### src/rtl/apb_arb_pkg.sv
`default_nettype none
// ============================================================================
//  Module      : apb_arb_pkg
//  Description : Shared types and constants for the two-master APB
//                round-robin arbiter (state encoding, error read value).
//  Revision    : 1.0  initial release
// ============================================================================
package apb_arb_pkg;

    // Arbiter sequencing states; explicit 2-bit encoding.
    typedef enum logic [1:0] {
        IDLE   = 2'd0,
        SETUP  = 2'd1,
        ACCESS = 2'd2,
        RESP   = 2'd3
    } state_t;

    // Read data returned to a master whose transfer timed out.
    localparam logic [7:0] ERR_RDATA = 8'hFF;

endpackage : apb_arb_pkg
`default_nettype wire

### src/rtl/apb_rr_pick.sv
`default_nettype none
// ============================================================================
//  Module      : apb_rr_pick
//  Description : Combinational two-way round-robin pick. A lone requester
//                wins outright; on a tie the master that was not granted
//                last time wins.
//  Ports       : i_req[1:0]    request vector (bit n = master n)
//                i_last_grant  index of the previously granted master
//                o_valid       at least one request present
//                o_grant       index of the winning master
//  Revision    : 1.0  initial release
// ============================================================================
module apb_rr_pick (
    input  logic [1:0] i_req,
    input  logic       i_last_grant,
    output logic       o_valid,
    output logic       o_grant
);

    always_comb begin
        o_valid = |i_req;
        case (i_req)
            2'b01:   o_grant = 1'b0;
            2'b10:   o_grant = 1'b1;
            2'b11:   o_grant = ~i_last_grant;
            default: o_grant = i_last_grant;  // no request; value unused
        endcase
    end

endmodule : apb_rr_pick
`default_nettype wire

### src/rtl/apb_rr_arbiter.sv
`default_nettype none
// ============================================================================
//  Module      : apb_rr_arbiter
//  Description : Two-master, one-slave APB arbiter. A request (Mx_PSEL in
//                IDLE) is granted round-robin, its fields are latched and
//                replayed downstream with fresh SETUP/ACCESS phases, and the
//                result is returned as a one-cycle Mx_PREADY pulse. A ready
//                timeout stops a hung slave from locking out both hosts.
//  Ports       : PCLK, PRESET (sync, active-high)
//                M0_* / M1_*  upstream APB slave ports (PSEL, PADDR, PENABLE,
//                             PWRITE, PWDATA in; PRDATA, PREADY, PSLVERR out)
//                S_*          downstream APB master port
//                GRANT        current / last granted master index
//                BUSY         arbiter not in IDLE
//  Revision    : 1.0  initial release
// ============================================================================
module apb_rr_arbiter
    import apb_arb_pkg::*;
#(
    parameter int ADDR_W  = 8,
    parameter int DATA_W  = 8,
    parameter int TIMEOUT = 16
) (
    input  logic              PCLK,
    input  logic              PRESET,
    // master 0
    input  logic              M0_PSEL,
    input  logic [ADDR_W-1:0] M0_PADDR,
    input  logic              M0_PENABLE,
    input  logic              M0_PWRITE,
    input  logic [DATA_W-1:0] M0_PWDATA,
    output logic [DATA_W-1:0] M0_PRDATA,
    output logic              M0_PREADY,
    output logic              M0_PSLVERR,
    // master 1
    input  logic              M1_PSEL,
    input  logic [ADDR_W-1:0] M1_PADDR,
    input  logic              M1_PENABLE,
    input  logic              M1_PWRITE,
    input  logic [DATA_W-1:0] M1_PWDATA,
    output logic [DATA_W-1:0] M1_PRDATA,
    output logic              M1_PREADY,
    output logic              M1_PSLVERR,
    // downstream slave
    output logic              S_PSEL,
    output logic [ADDR_W-1:0] S_PADDR,
    output logic              S_PENABLE,
    output logic              S_PWRITE,
    output logic [DATA_W-1:0] S_PWDATA,
    input  logic [DATA_W-1:0] S_PRDATA,
    input  logic              S_PREADY,
    // status
    output logic              GRANT,
    output logic              BUSY
);

    // Counter is wide enough to hold TIMEOUT itself; keep at least one bit
    // so a disabled timeout still elaborates.
    localparam int               CNT_W    = (TIMEOUT > 0) ? $clog2(TIMEOUT + 1) : 1;
    localparam logic [CNT_W-1:0] c_TO_CNT = CNT_W'(TIMEOUT);

    // ------------------------------------------------------------------
    // Registers
    // ------------------------------------------------------------------
    state_t              r_state;
    logic [CNT_W-1:0]    r_cnt;
    logic                r_last_grant;
    logic                r_drop;        // granted master released PSEL mid-transfer

    logic                r_s_psel;
    logic                r_s_penable;
    logic [ADDR_W-1:0]   r_s_paddr;
    logic                r_s_pwrite;
    logic [DATA_W-1:0]   r_s_pwdata;
    logic [DATA_W-1:0]   r_m0_prdata;
    logic                r_m0_pready;
    logic                r_m0_pslverr;
    logic [DATA_W-1:0]   r_m1_prdata;
    logic                r_m1_pready;
    logic                r_m1_pslverr;
    logic                r_grant;
    logic                r_busy;

    // ------------------------------------------------------------------
    // Combinational wires
    // ------------------------------------------------------------------
    state_t              w_state_next;
    logic                w_pick_valid;
    logic                w_pick_grant;
    logic                w_gnt_psel;
    logic [CNT_W-1:0]    w_cnt_inc;
    logic                w_timeout;
    logic                w_access_end;
    logic                w_abandon;
    logic                w_resp_fire;
    logic [DATA_W-1:0]   w_cap_data;
    logic                w_cap_err;

    logic                w_s_psel;
    logic                w_s_penable;
    logic [ADDR_W-1:0]   w_s_paddr;
    logic                w_s_pwrite;
    logic [DATA_W-1:0]   w_s_pwdata;
    logic [DATA_W-1:0]   w_m0_prdata;
    logic                w_m0_pready;
    logic                w_m0_pslverr;
    logic [DATA_W-1:0]   w_m1_prdata;
    logic                w_m1_pready;
    logic                w_m1_pslverr;
    logic                w_grant;
    logic                w_last_grant;
    logic                w_busy;

    // PENABLE from the masters plays no part in arbitration or sequencing.
    logic                w_unused_penable;
    assign w_unused_penable = &{1'b0, M0_PENABLE, M1_PENABLE};

    // ------------------------------------------------------------------
    // Round-robin pick
    // ------------------------------------------------------------------
    apb_rr_pick u_pick (
        .i_req        ({M1_PSEL, M0_PSEL}),
        .i_last_grant (r_last_grant),
        .o_valid      (w_pick_valid),
        .o_grant      (w_pick_grant)
    );

    assign w_gnt_psel   = r_grant ? M1_PSEL : M0_PSEL;
    assign w_cnt_inc    = r_cnt + 1'b1;
    // Fires on the edge that closes the TIMEOUT-th ACCESS cycle.
    assign w_timeout    = (TIMEOUT != 0) && (r_state == ACCESS) && !S_PREADY
                          && (w_cnt_inc == c_TO_CNT);
    assign w_access_end = (r_state == ACCESS) && (S_PREADY || w_timeout);
    // A master that let go of PSEL at any point gets no completion pulse.
    assign w_abandon    = r_drop || !w_gnt_psel;
    assign w_resp_fire  = w_access_end && !w_abandon;
    assign w_cap_data   = S_PREADY ? S_PRDATA : DATA_W'(ERR_RDATA);
    assign w_cap_err    = !S_PREADY;

    // ------------------------------------------------------------------
    // FSM: state register
    // ------------------------------------------------------------------
    always_ff @(posedge PCLK) begin
        if (PRESET) begin
            r_state <= IDLE;
        end else begin
            r_state <= w_state_next;
        end
    end

    // ------------------------------------------------------------------
    // FSM: next-state logic
    // ------------------------------------------------------------------
    always_comb begin
        w_state_next = r_state;
        case (r_state)
            IDLE:    if (w_pick_valid) w_state_next = SETUP;
            SETUP:   w_state_next = ACCESS;
            ACCESS:  if (S_PREADY || w_timeout) w_state_next = RESP;
            RESP:    w_state_next = IDLE;
            default: w_state_next = IDLE;
        endcase
    end

    // ------------------------------------------------------------------
    // FSM: output logic. Computes the next value of every registered
    // output from the upcoming state so outputs line up with it.
    // ------------------------------------------------------------------
    always_comb begin
        w_s_psel     = (w_state_next == SETUP) || (w_state_next == ACCESS);
        w_s_penable  = (w_state_next == ACCESS);
        w_busy       = (w_state_next != IDLE);
        w_s_paddr    = r_s_paddr;
        w_s_pwrite   = r_s_pwrite;
        w_s_pwdata   = r_s_pwdata;
        w_grant      = r_grant;
        w_last_grant = r_last_grant;
        w_m0_prdata  = r_m0_prdata;
        w_m0_pslverr = r_m0_pslverr;
        w_m0_pready  = 1'b0;
        w_m1_prdata  = r_m1_prdata;
        w_m1_pslverr = r_m1_pslverr;
        w_m1_pready  = 1'b0;

        if ((r_state == IDLE) && w_pick_valid) begin
            w_grant      = w_pick_grant;
            w_last_grant = w_pick_grant;
            if (w_pick_grant) begin
                w_s_paddr  = M1_PADDR;
                w_s_pwrite = M1_PWRITE;
                w_s_pwdata = M1_PWDATA;
            end else begin
                w_s_paddr  = M0_PADDR;
                w_s_pwrite = M0_PWRITE;
                w_s_pwdata = M0_PWDATA;
            end
        end

        if (w_resp_fire) begin
            if (r_grant) begin
                w_m1_pready  = 1'b1;
                w_m1_prdata  = w_cap_data;
                w_m1_pslverr = w_cap_err;
            end else begin
                w_m0_pready  = 1'b1;
                w_m0_prdata  = w_cap_data;
                w_m0_pslverr = w_cap_err;
            end
        end
    end

    // ------------------------------------------------------------------
    // Output and bookkeeping registers
    // ------------------------------------------------------------------
    always_ff @(posedge PCLK) begin
        if (PRESET) begin
            r_s_psel     <= 1'b0;
            r_s_penable  <= 1'b0;
            r_s_paddr    <= '0;
            r_s_pwrite   <= 1'b0;
            r_s_pwdata   <= '0;
            r_m0_prdata  <= '0;
            r_m0_pready  <= 1'b0;
            r_m0_pslverr <= 1'b0;
            r_m1_prdata  <= '0;
            r_m1_pready  <= 1'b0;
            r_m1_pslverr <= 1'b0;
            r_grant      <= 1'b0;
            r_busy       <= 1'b0;
            r_last_grant <= 1'b1;   // M0 wins the first tie
        end else begin
            r_s_psel     <= w_s_psel;
            r_s_penable  <= w_s_penable;
            r_s_paddr    <= w_s_paddr;
            r_s_pwrite   <= w_s_pwrite;
            r_s_pwdata   <= w_s_pwdata;
            r_m0_prdata  <= w_m0_prdata;
            r_m0_pready  <= w_m0_pready;
            r_m0_pslverr <= w_m0_pslverr;
            r_m1_prdata  <= w_m1_prdata;
            r_m1_pready  <= w_m1_pready;
            r_m1_pslverr <= w_m1_pslverr;
            r_grant      <= w_grant;
            r_busy       <= w_busy;
            r_last_grant <= w_last_grant;
        end
    end

    // ACCESS-cycle counter, saturating at TIMEOUT, cleared outside ACCESS.
    always_ff @(posedge PCLK) begin
        if (PRESET) begin
            r_cnt <= '0;
        end else if (r_state == ACCESS) begin
            if (r_cnt != c_TO_CNT) begin
                r_cnt <= w_cnt_inc;
            end
        end else begin
            r_cnt <= '0;
        end
    end

    // Sticky record that the granted master dropped PSEL during the transfer.
    always_ff @(posedge PCLK) begin
        if (PRESET) begin
            r_drop <= 1'b0;
        end else if (r_state == IDLE) begin
            r_drop <= 1'b0;
        end else if (((r_state == SETUP) || (r_state == ACCESS)) && !w_gnt_psel) begin
            r_drop <= 1'b1;
        end
    end

    // ------------------------------------------------------------------
    // Output drive
    // ------------------------------------------------------------------
    assign S_PSEL     = r_s_psel;
    assign S_PENABLE  = r_s_penable;
    assign S_PADDR    = r_s_paddr;
    assign S_PWRITE   = r_s_pwrite;
    assign S_PWDATA   = r_s_pwdata;
    assign M0_PRDATA  = r_m0_prdata;
    assign M0_PREADY  = r_m0_pready;
    assign M0_PSLVERR = r_m0_pslverr;
    assign M1_PRDATA  = r_m1_prdata;
    assign M1_PREADY  = r_m1_pready;
    assign M1_PSLVERR = r_m1_pslverr;
    assign GRANT      = r_grant;
    assign BUSY       = r_busy;

endmodule : apb_rr_arbiter
`default_nettype wire

### config.mk
export PLATFORM = sky130hd
export DESIGN_NAME = apb_rr_arbiter
export DESIGN_NICKNAME = d
export VERILOG_FILES = /design/src/rtl/apb_arb_pkg.sv /design/src/rtl/apb_rr_pick.sv /design/src/rtl/apb_rr_arbiter.sv
export SDC_FILE = /design/constraint.sdc
export NUM_CORES = 1
export LEC_CHECK = 0
export ABC_AREA = 1
export CORE_UTILIZATION = 31
export CTS_CLUSTER_SIZE = 10
export DETAILED_ROUTE_END_ITERATION = 7
export GPL_TIMING_DRIVEN = 0
export SLEW_MARGIN = 20
export SYNTH_ARGS = -nofsm -noshare
export SYNTH_HDL_FRONTEND = slang
export SYNTH_SLANG_ARGS = --single-unit
### constraint.sdc
create_clock -name PCLK -period 1.6 [get_ports PCLK]
set_clock_uncertainty 0.2 [all_clocks]
set_input_delay 0.32 -clock PCLK [delete_from_list [all_inputs] [get_ports PCLK]]
set_output_delay 0.32 -clock PCLK [all_outputs]
set_load 0.005 [all_outputs]
==> impl_metrics.csv, run 1 <==
group,metric,value,unit
status,status,"finished with violations",
status,violations,"negative setup slack",
logic_synthesis,synth-seq-cells,50,
logic_synthesis,yosysUniqueCellTypes,25,
finish,design_area,3690,um2
placed_design,io_buffers,86,
finish,multi_input_area,1160,um2
cts,htree_levels,2,
job,max_cap_viol_count,0,
setup_path,r2r_start,"r_cnt[0]$_SDFFE_PP0P_",
global_route,antenna_found_initial,0,
setup_path,reg2reg_to,"S_PSEL$_SDFF_PP0_",
route,routed_wl,6300,um
logic_synthesis,synth_top_area_cell,"dfxtp_1",
timing,whs,0.226,ns
min_path,worstHoldPathCells,4,
global_route,grt_pass1_wl,10400,um
finish,syn_to_final_growth,54.3,%
finish,fin_cells,549,
cts,cts_buffers,5,
timing,final.min_clock_period,1.76,ns
setup_path,reg2reg_slack,-0.16,ns
floorplanning,die_area,8080,um2
setup_path,crit_chain,"ha_4 > nand3_2 > nand2_2 > nand2_2 > nand3_2 > nand3_2 > a21oi_4 > ha_4 > inv_2 > nor2_1",
logic_synthesis,synthTopCellsByArea,"dfxtp_1 42%, nand2_1 13%, inv_1 10%",
min_path,worstHoldPathType,"primary input to flip-flop",
setup_path,slowest_stage,"dfxtp_4",
floorplanning,pin_count,90,
logic_synthesis,async_flop_share,0,%
logic_synthesis,synth-edff-count,0,
setup_path,critPathTopFamily,"simple AND/OR/NAND/NOR gates",
floorplanning,core-area,7370,um2
cts,clock_path_buffers,2,
logic_synthesis,synth_top_area_share,41.8,%
logic_synthesis,netlist_instances,344,
timing,setup-violations-final,23,
setup_path,cp_slowest_stage_delay,0.39,ns
power,p_total,0.00380,W
logic_synthesis,synth-seq-area-share,41.8,%
route,wl_per_cell,11.5,um
timing,fin_crit_sh,110,%
route,dr.first_iter.drc_count,102,
global_route,grt_start_max_net_pins,15,
logic_synthesis,syn_area,2390,um2
setup_path,cp_max_fo,4,
setup_path,cp-end-kind,"flip-flop",
timing,final_max_slew_viol_count,0,
min_path,worstHoldStart,"M1_PSEL",
finish,drive_above_1_share,17.8,%
timing,hold_viol,0,
setup_path,crit_path_start_kind,"flip-flop",
setup_path,crit_type,"flip-flop to flip-flop",
finish,mostFrequentLayoutCell,"nand2_1",
finish,n_antenna_cell,0,
setup_path,r2r_cells,10,
logic_synthesis,synthesis.nets,400,
global_route,track_usage,15.9,%
floorplanning,num_rows,31,
placed_design,hpwl,4470,um
placed_design,gp_congestion,0.873,
placed_design,place_area,3420,um2
finish,mostFrequentLayoutCells,"80 x nand2_1, 62 x inv_1, 43 x clkdlybuf4s50_1",
cts,insertion_delay,0.30,ns
cts,cts_tree,"yes",
floorplanning,initial_utilization,32.5,%
timing,tightest_slew,0.536,ns
placed_design,dp.cells,529,
route,drc,0,
route,dr.pass1.iters,4,
timing,slew_headroom,64.3,%
power,ir_drop,458,uV
setup_path,arrival,1.74,ns
setup_path,cp_num_buf_inv,1,
setup_path,cpMostUsedCell,"nand3_2",
floorplanning,chipHeight,89.9,um
logic_synthesis,ys.flop_type,"dfxtp_1",
finish,fillers,743,
power,power_density,1030,nW/um2
global_route,grt_overflow,0,
route,ant_nets,0,
global_route,grt_pass1_vias,2242,
floorplanning,die_x,89.9,um
logic_synthesis,syn_area_per_cell,6.96,um2
cts,cts_sinks,50,
cts,cts-root-buf,"clkbuf_8",
cts,cts.clk_slew.worst_paths,0.09,ns
route,vias,2457,
finish,utilization,50.1,%
timing,rsz0062_at_grt,"true",
route,viasPerCell,4.48,
power,leakage,1.81,nW
min_path,min_to,"GRANT$_SDFFE_PP0P_",
finish,seq_area,1040,um2
setup_path,cp.required,1.58,ns
logic_synthesis,yosys_warnings,0,
timing,setup_ws,-0.155,ns
finish,final_nets,505,
timing,clock.fmax,570,MHz
[cell usage after synthesis, types with 2 or more instances]
library cell and count:
nand2_1 84, buf_2 4, nand3_1 20, ha_1 7, o21ai_1 2, o211ai_1 18
dfxtp_1 50, nor2_1 38, inv_2 8, inv_1 65, a21oi_1 5, nand3_4 2
o21ai_0 2, clkbuf_1 7, buf_1 2, nand4_1 21
[kinds of logic (layout without fill, tap and decap cells)]
kind of cell / after synthesis / count (layout) / synth area share [%]
DFF: 50 / 50 / 41.8
and+or+nand+nor: 170 / 172 / 31.9
AOI/OAI and AO/OA: 29 / 29 / 8.20
adders and majority gates: 7 / 7 / 3.66
buffers and inverters: 88 / 192 / 14.5
[per-stage QoR]
step           TNS (ns)  setup WS [ns]
3_5_place_dp     -20.28         -0.576
3_3_place_gp     -20.06         -0.563
6_report          -2.26         -0.155
5_1_grt           -4.82         -0.265
4_1_cts           -2.21         -0.154
2_1_floorplan   -0.0610        -0.0610
[worst register-to-register path, delay by kind of cell, from the launching register on]
family          cells  cell delay, ns
simple gates        6            0.43
fa+ha+maj           2            0.38
compound gates      1            0.21
flops               1            0.39
buf+inv             1            0.04
[worst max-delay path by stage]
stage                                startpoint  slack (ns)  depth (start not counted)                 endpoint
after global placement                  M0_PSEL       -0.56                          8  S_PADDR[0]$_SDFFE_PP0P_
after global routing      r_cnt[0]$_SDFFE_PP0P_       -0.27                         10        S_PSEL$_SDFF_PP0_
final                     r_cnt[0]$_SDFFE_PP0P_       -0.16                         10        S_PSEL$_SDFF_PP0_
after floorplan           r_cnt[0]$_SDFFE_PP0P_       -0.06                         10        S_PSEL$_SDFF_PP0_
after CTS                 r_cnt[1]$_SDFFE_PP0P_       -0.15                         11        S_PSEL$_SDFF_PP0_
after detailed placement                M0_PSEL       -0.58                          8  S_PADDR[0]$_SDFFE_PP0P_
[where the power goes]
group / total [W] / leakage [nW] / internal (W) / switching, W
registers: 0.00158 / 0.420 / 0.00147 / 0.000109
logic: 0.00153 / 1.35 / 0.000734 / 0.000793
clock network: 0.000699 / 0.0407 / 0.000293 / 0.000406
total: 0.00380 / 1.81 / 0.00250 / 0.00131
[sequential cells by signal, indices dropped and copies added (netlist names)]
| signal | flops |
|---|---|
| BUSY | 1 |
| S_PWDATA | 8 |
| r_last_grant | 1 |
| M0_PREADY | 1 |
| S_PADDR | 8 |
| S_PENABLE | 1 |
| r_drop | 1 |
| M1_PSLVERR | 1 |
| S_PWRITE | 1 |
| M0_PRDATA | 8 |
| M1_PREADY | 1 |
| M1_PRDATA | 8 |
| GRANT | 1 |
| M0_PSLVERR | 1 |
| r_state | 2 |
| S_PSEL | 1 |
| r_cnt | 5 |
[final cells by class]
type | count | area share (%)
plain buffers | 15 | 3.49
clock buffers | 5 | 1.86
clock inverters | 3 | 0.305
inverters | 73 | 7.42
multi-input cells | 208 | 31.5
flip-flops and latches | 50 | 28.1
well taps | 99 | 3.35
repair buffers | 96 | 24.0
[metal layers]
| metal | wire [um] | GRT usage (%) |
|---|---|---|
| met3 | 547 | 5.41 |
| met1 | 2860 | 19.8 |
| met5 | 0 | 0 |
| met4 | 68 | 4.03 |
| met2 | 2820 | 26.2 |
[repair_timing]
action                     in CTS  in global routing
pin swaps                       4                  7
hold endpoints to repair        0                  0
setup endpoints to repair      83                 38
resized for setup              88                 11
setup buffers                   9                  1
hold buffers                    0                  0
cloned                          2                  0
Power figures use the tool's default switching activity.
==> run 2: changes to the inputs <==
--- a/config.mk
+++ b/config.mk
@@ -6,11 +6,14 @@
 export NUM_CORES = 1
 export LEC_CHECK = 0
 export ABC_AREA = 1
-export CORE_UTILIZATION = 31
+export CORE_MARGIN = 3
+export CORE_UTILIZATION = 40
 export CTS_CLUSTER_SIZE = 10
 export DETAILED_ROUTE_END_ITERATION = 7
 export GPL_TIMING_DRIVEN = 0
+export PLACE_DENSITY = 0.76
 export SLEW_MARGIN = 20
 export SYNTH_ARGS = -nofsm -noshare
 export SYNTH_HDL_FRONTEND = slang
+export SYNTH_HIERARCHICAL = 1
 export SYNTH_SLANG_ARGS = --single-unit
==> impl_metrics.csv, run 2 <==
group,metric,value,unit
min_path,worstHoldStart,"PRESET",
cts,cts_tree,"yes",
route,dr.first_iter.drc_count,106,
logic_synthesis,synth_top_area_cell,"dfxtp_1",
logic_synthesis,synth-edff-count,0,
route,routed_wl,6710,um
setup_path,critPathLaunch,"r_cnt[1]$_SDFFE_PP0P_",
floorplanning,initial_utilization,42.6,%
logic_synthesis,netlist_instances,350,
setup_path,reg2reg_to,"S_PSEL$_SDFF_PP0_",
global_route,grt_start_max_net_pins,15,
power,power_frac_clock,21.2,%
route,drc,0,
min_path,min_to,"GRANT$_SDFFE_PP0P_",
setup_path,cp_max_fo,4,
setup_path,r2r_cells,11,
min_path,worstHoldPathCells,2,
timing,rsz0062_at_grt,"true",
timing,final.min_clock_period,1.81,ns
finish,n_antenna_cell,0,
logic_synthesis,synth-seq-area-share,41.4,%
timing,fin_crit_sh,113,%
finish,final_nets,513,
power,seqPwrFrac,39.0,%
status,violations,"negative setup slack",
cts,cts-root-buf,"clkbuf_8",
placed_design,io_buffers,87,
floorplanning,chipHeight,83.7,um
route,viasPerCell,4.78,
finish,design_area,3810,um2
global_route,grt_pass1_wl,11300,um
setup_path,crit_type,"flip-flop to flip-flop",
logic_synthesis,yosys_warnings,6,
logic_synthesis,synthesis.nets,405,
power,intPower,0.00269,W
route,dr.pass1.iters,4,
timing,setup_ws,-0.211,ns
cts,cts_buffers,5,
timing,slew_headroom,68.2,%
power,swShare,33.8,%
logic_synthesis,syn_area_per_cell,6.91,um2
setup_path,arrival,1.81,ns
floorplanning,num_rows,27,
timing,whs,0.279,ns
power,power_density,1070,nW/um2
setup_path,crit_path_start_kind,"flip-flop",
finish,drive_above_1_share,21.0,%
placed_design,place_area,3400,um2
cts,cts_sinks,50,
logic_synthesis,ys.flop_type,"dfxtp_1",
finish,mostFrequentLayoutCells,"76 x nand2_1, 66 x inv_1, 44 x dlygate4sd2_1",
logic_synthesis,yosysUniqueCellTypes,26,
floorplanning,core-area,5680,um2
logic_synthesis,synthTopCellsByArea,"dfxtp_1 41%, nand2_1 14%, inv_1 11%",
timing,tightest_slew,0.477,ns
cts,insertion_delay,0.30,ns
cts,clock_path_buffers,2,
timing,clock.fmax,552,MHz
status,status,"finished with violations",
placed_design,hpwl,4620,um
logic_synthesis,synth-seq-cells,50,
global_route,grt_pass1_vias,2574,
finish,multi_input_area,1210,um2
logic_synthesis,synthTopCellsByCount,"89 x nand2_1, 71 x inv_1, 50 x dfxtp_1",
route,vias,2534,
finish,syn_to_final_growth,57.7,%
floorplanning,die_area,7010,um2
global_route,track_usage,19.3,%
cts,htree_levels,2,
floorplanning,die_x,83.7,um
setup_path,cp.required,1.60,ns
cts,cts_hold_buf,0,
finish,fillers,500,
logic_synthesis,synth_top_area_share,41.4,%
power,power_switching,0.00138,W
timing,setup-violations-final,21,
power,comb_power_share,39.8,%
setup_path,cp-end-kind,"flip-flop",
timing,final_max_slew_viol_count,0,
logic_synthesis,async_flop_share,0,%
timing,hold_viol,0,
finish,mostFrequentLayoutCell,"nand2_1",
power,ir_drop,563,uV
power,leakage,1.89,nW
job,max_cap_viol_count,0,
cts,cts.clk_slew.worst_paths,0.09,ns
route,ant_nets,0,
finish,seq_area,1040,um2
logic_synthesis,yosysMostFrequentCell,"nand2_1",
min_path,worstHoldPathType,"primary input to flip-flop",
floorplanning,pin_count,90,
logic_synthesis,syn_area,2420,um2
setup_path,r2r_start,"r_cnt[1]$_SDFFE_PP0P_",
placed_design,gp_congestion,0.826,
global_route,grt_overflow,0,
global_route,antenna_found_initial,0,
route,wl_per_cell,12.7,um
setup_path,reg2reg_slack,-0.21,ns
==> run 2: cell types whose count changed in the layout (fill, tap and decap cells not counted), moves of 3 or more <==
cell	before	now
clkbuf_8	6	9
nor2_2	1	4
clkinv_1	3	0
nand2_1	80	76
buf_6	1	6
nand2_2	4	13
inv_1	62	66
ha_1	4	1
ha_4	2	5
buf_4	13	9
inv_2	11	6
==> run 2: routing by layer <==
layer  track usage (%)  routed length, um
met3              6.32                627
met2              34.2               3210
met4              6.73                124
met1              21.5               2750
met5                 0                  0
==> run 2: worst max-delay path by stage <==
| stage | endpoint | slack (ns) | depth (start not counted) |
|---|---|---|---|
| 2_1_floorplan | S_PSEL$_SDFF_PP0_ | -0.16 | 13 |
| 3_3_place_gp | M0_PRDATA[1]$_SDFFE_PP0P_ | -0.75 | 6 |
| 3_5_place_dp | S_PADDR[4]$_SDFFE_PP0P_ | -0.82 | 10 |
| 4_1_cts | S_PSEL$_SDFF_PP0_ | -0.22 | 13 |
| 5_1_grt | M0_PRDATA[4]$_SDFFE_PP0P_ | -0.29 | 10 |
| 6_report | S_PSEL$_SDFF_PP0_ | -0.21 | 11 |
==> run 2: power by group through the flow <==
stage                     logic (W)  clock network [W]  registers (W)
final                       0.00162           0.000863        0.00159
after global routing        0.00182           0.000908        0.00161
after CTS                   0.00153           0.000866        0.00157
after detailed placement    0.00137                  0        0.00160
after global placement      0.00135                  0        0.00160
after floorplan            0.000701                  0        0.00161
==> run 2: cell families (layout without fill, tap and decap cells) <==
group           Yosys count  after routing  synth area share, %
flops                    50             50                 41.4
fa+ha+maj                 6              6                 3.11
compound gates           25             25                 7.04
buf+inv                  91            197                 15.1
simple gates            178            180                 33.3
==> run 2: cell type report <==
class | count | area share (%)
timing repair buffer | 99 | 24.4
sequential | 50 | 27.2
multi-input combinational | 211 | 31.8
inverter | 75 | 7.68
clock buffer | 7 | 2.82
tap | 72 | 2.36
buffer | 16 | 3.71
==> run 2: per-stage QoR <==
step,total power (W),setup slack [ns],setup TNS (ns),instances,util (%)
after floorplan,0.00231,-0.159,-0.256,350,-
after global placement,0.00294,-0.752,-29.41,509,59.9
after detailed placement,0.00297,-0.816,-29.89,509,59.9
after CTS,0.00397,-0.217,-3.15,530,65.5
after global routing,0.00434,-0.291,-5.35,530,67.2
final,0.00407,-0.211,-3.10,530,67.2
==> run 2: worst max-delay path, cell delays in order (launching register included) <==
cell,delay [ns]
dfxtp_4,0.39
ha_4,0.17
nand4_1,0.12
nand2_2,0.11
nand3_2,0.10
nand2_4,0.09
buf_12,0.11
nand2_4,0.04
nand2_4,0.06
inv_2,0.04
ha_4,0.25
nor2_2,0.03
==> run 2: what timing repair did <==
| action | 4_1_cts | 5_1_grt |
|---|---|---|
| setup buffers | 11 | 0 |
| pin swaps | 8 | 10 |
| gates cloned | 3 | 0 |
| endpoints found under the setup margin | 85 | 41 |
| gates resized for setup | 105 | 26 |
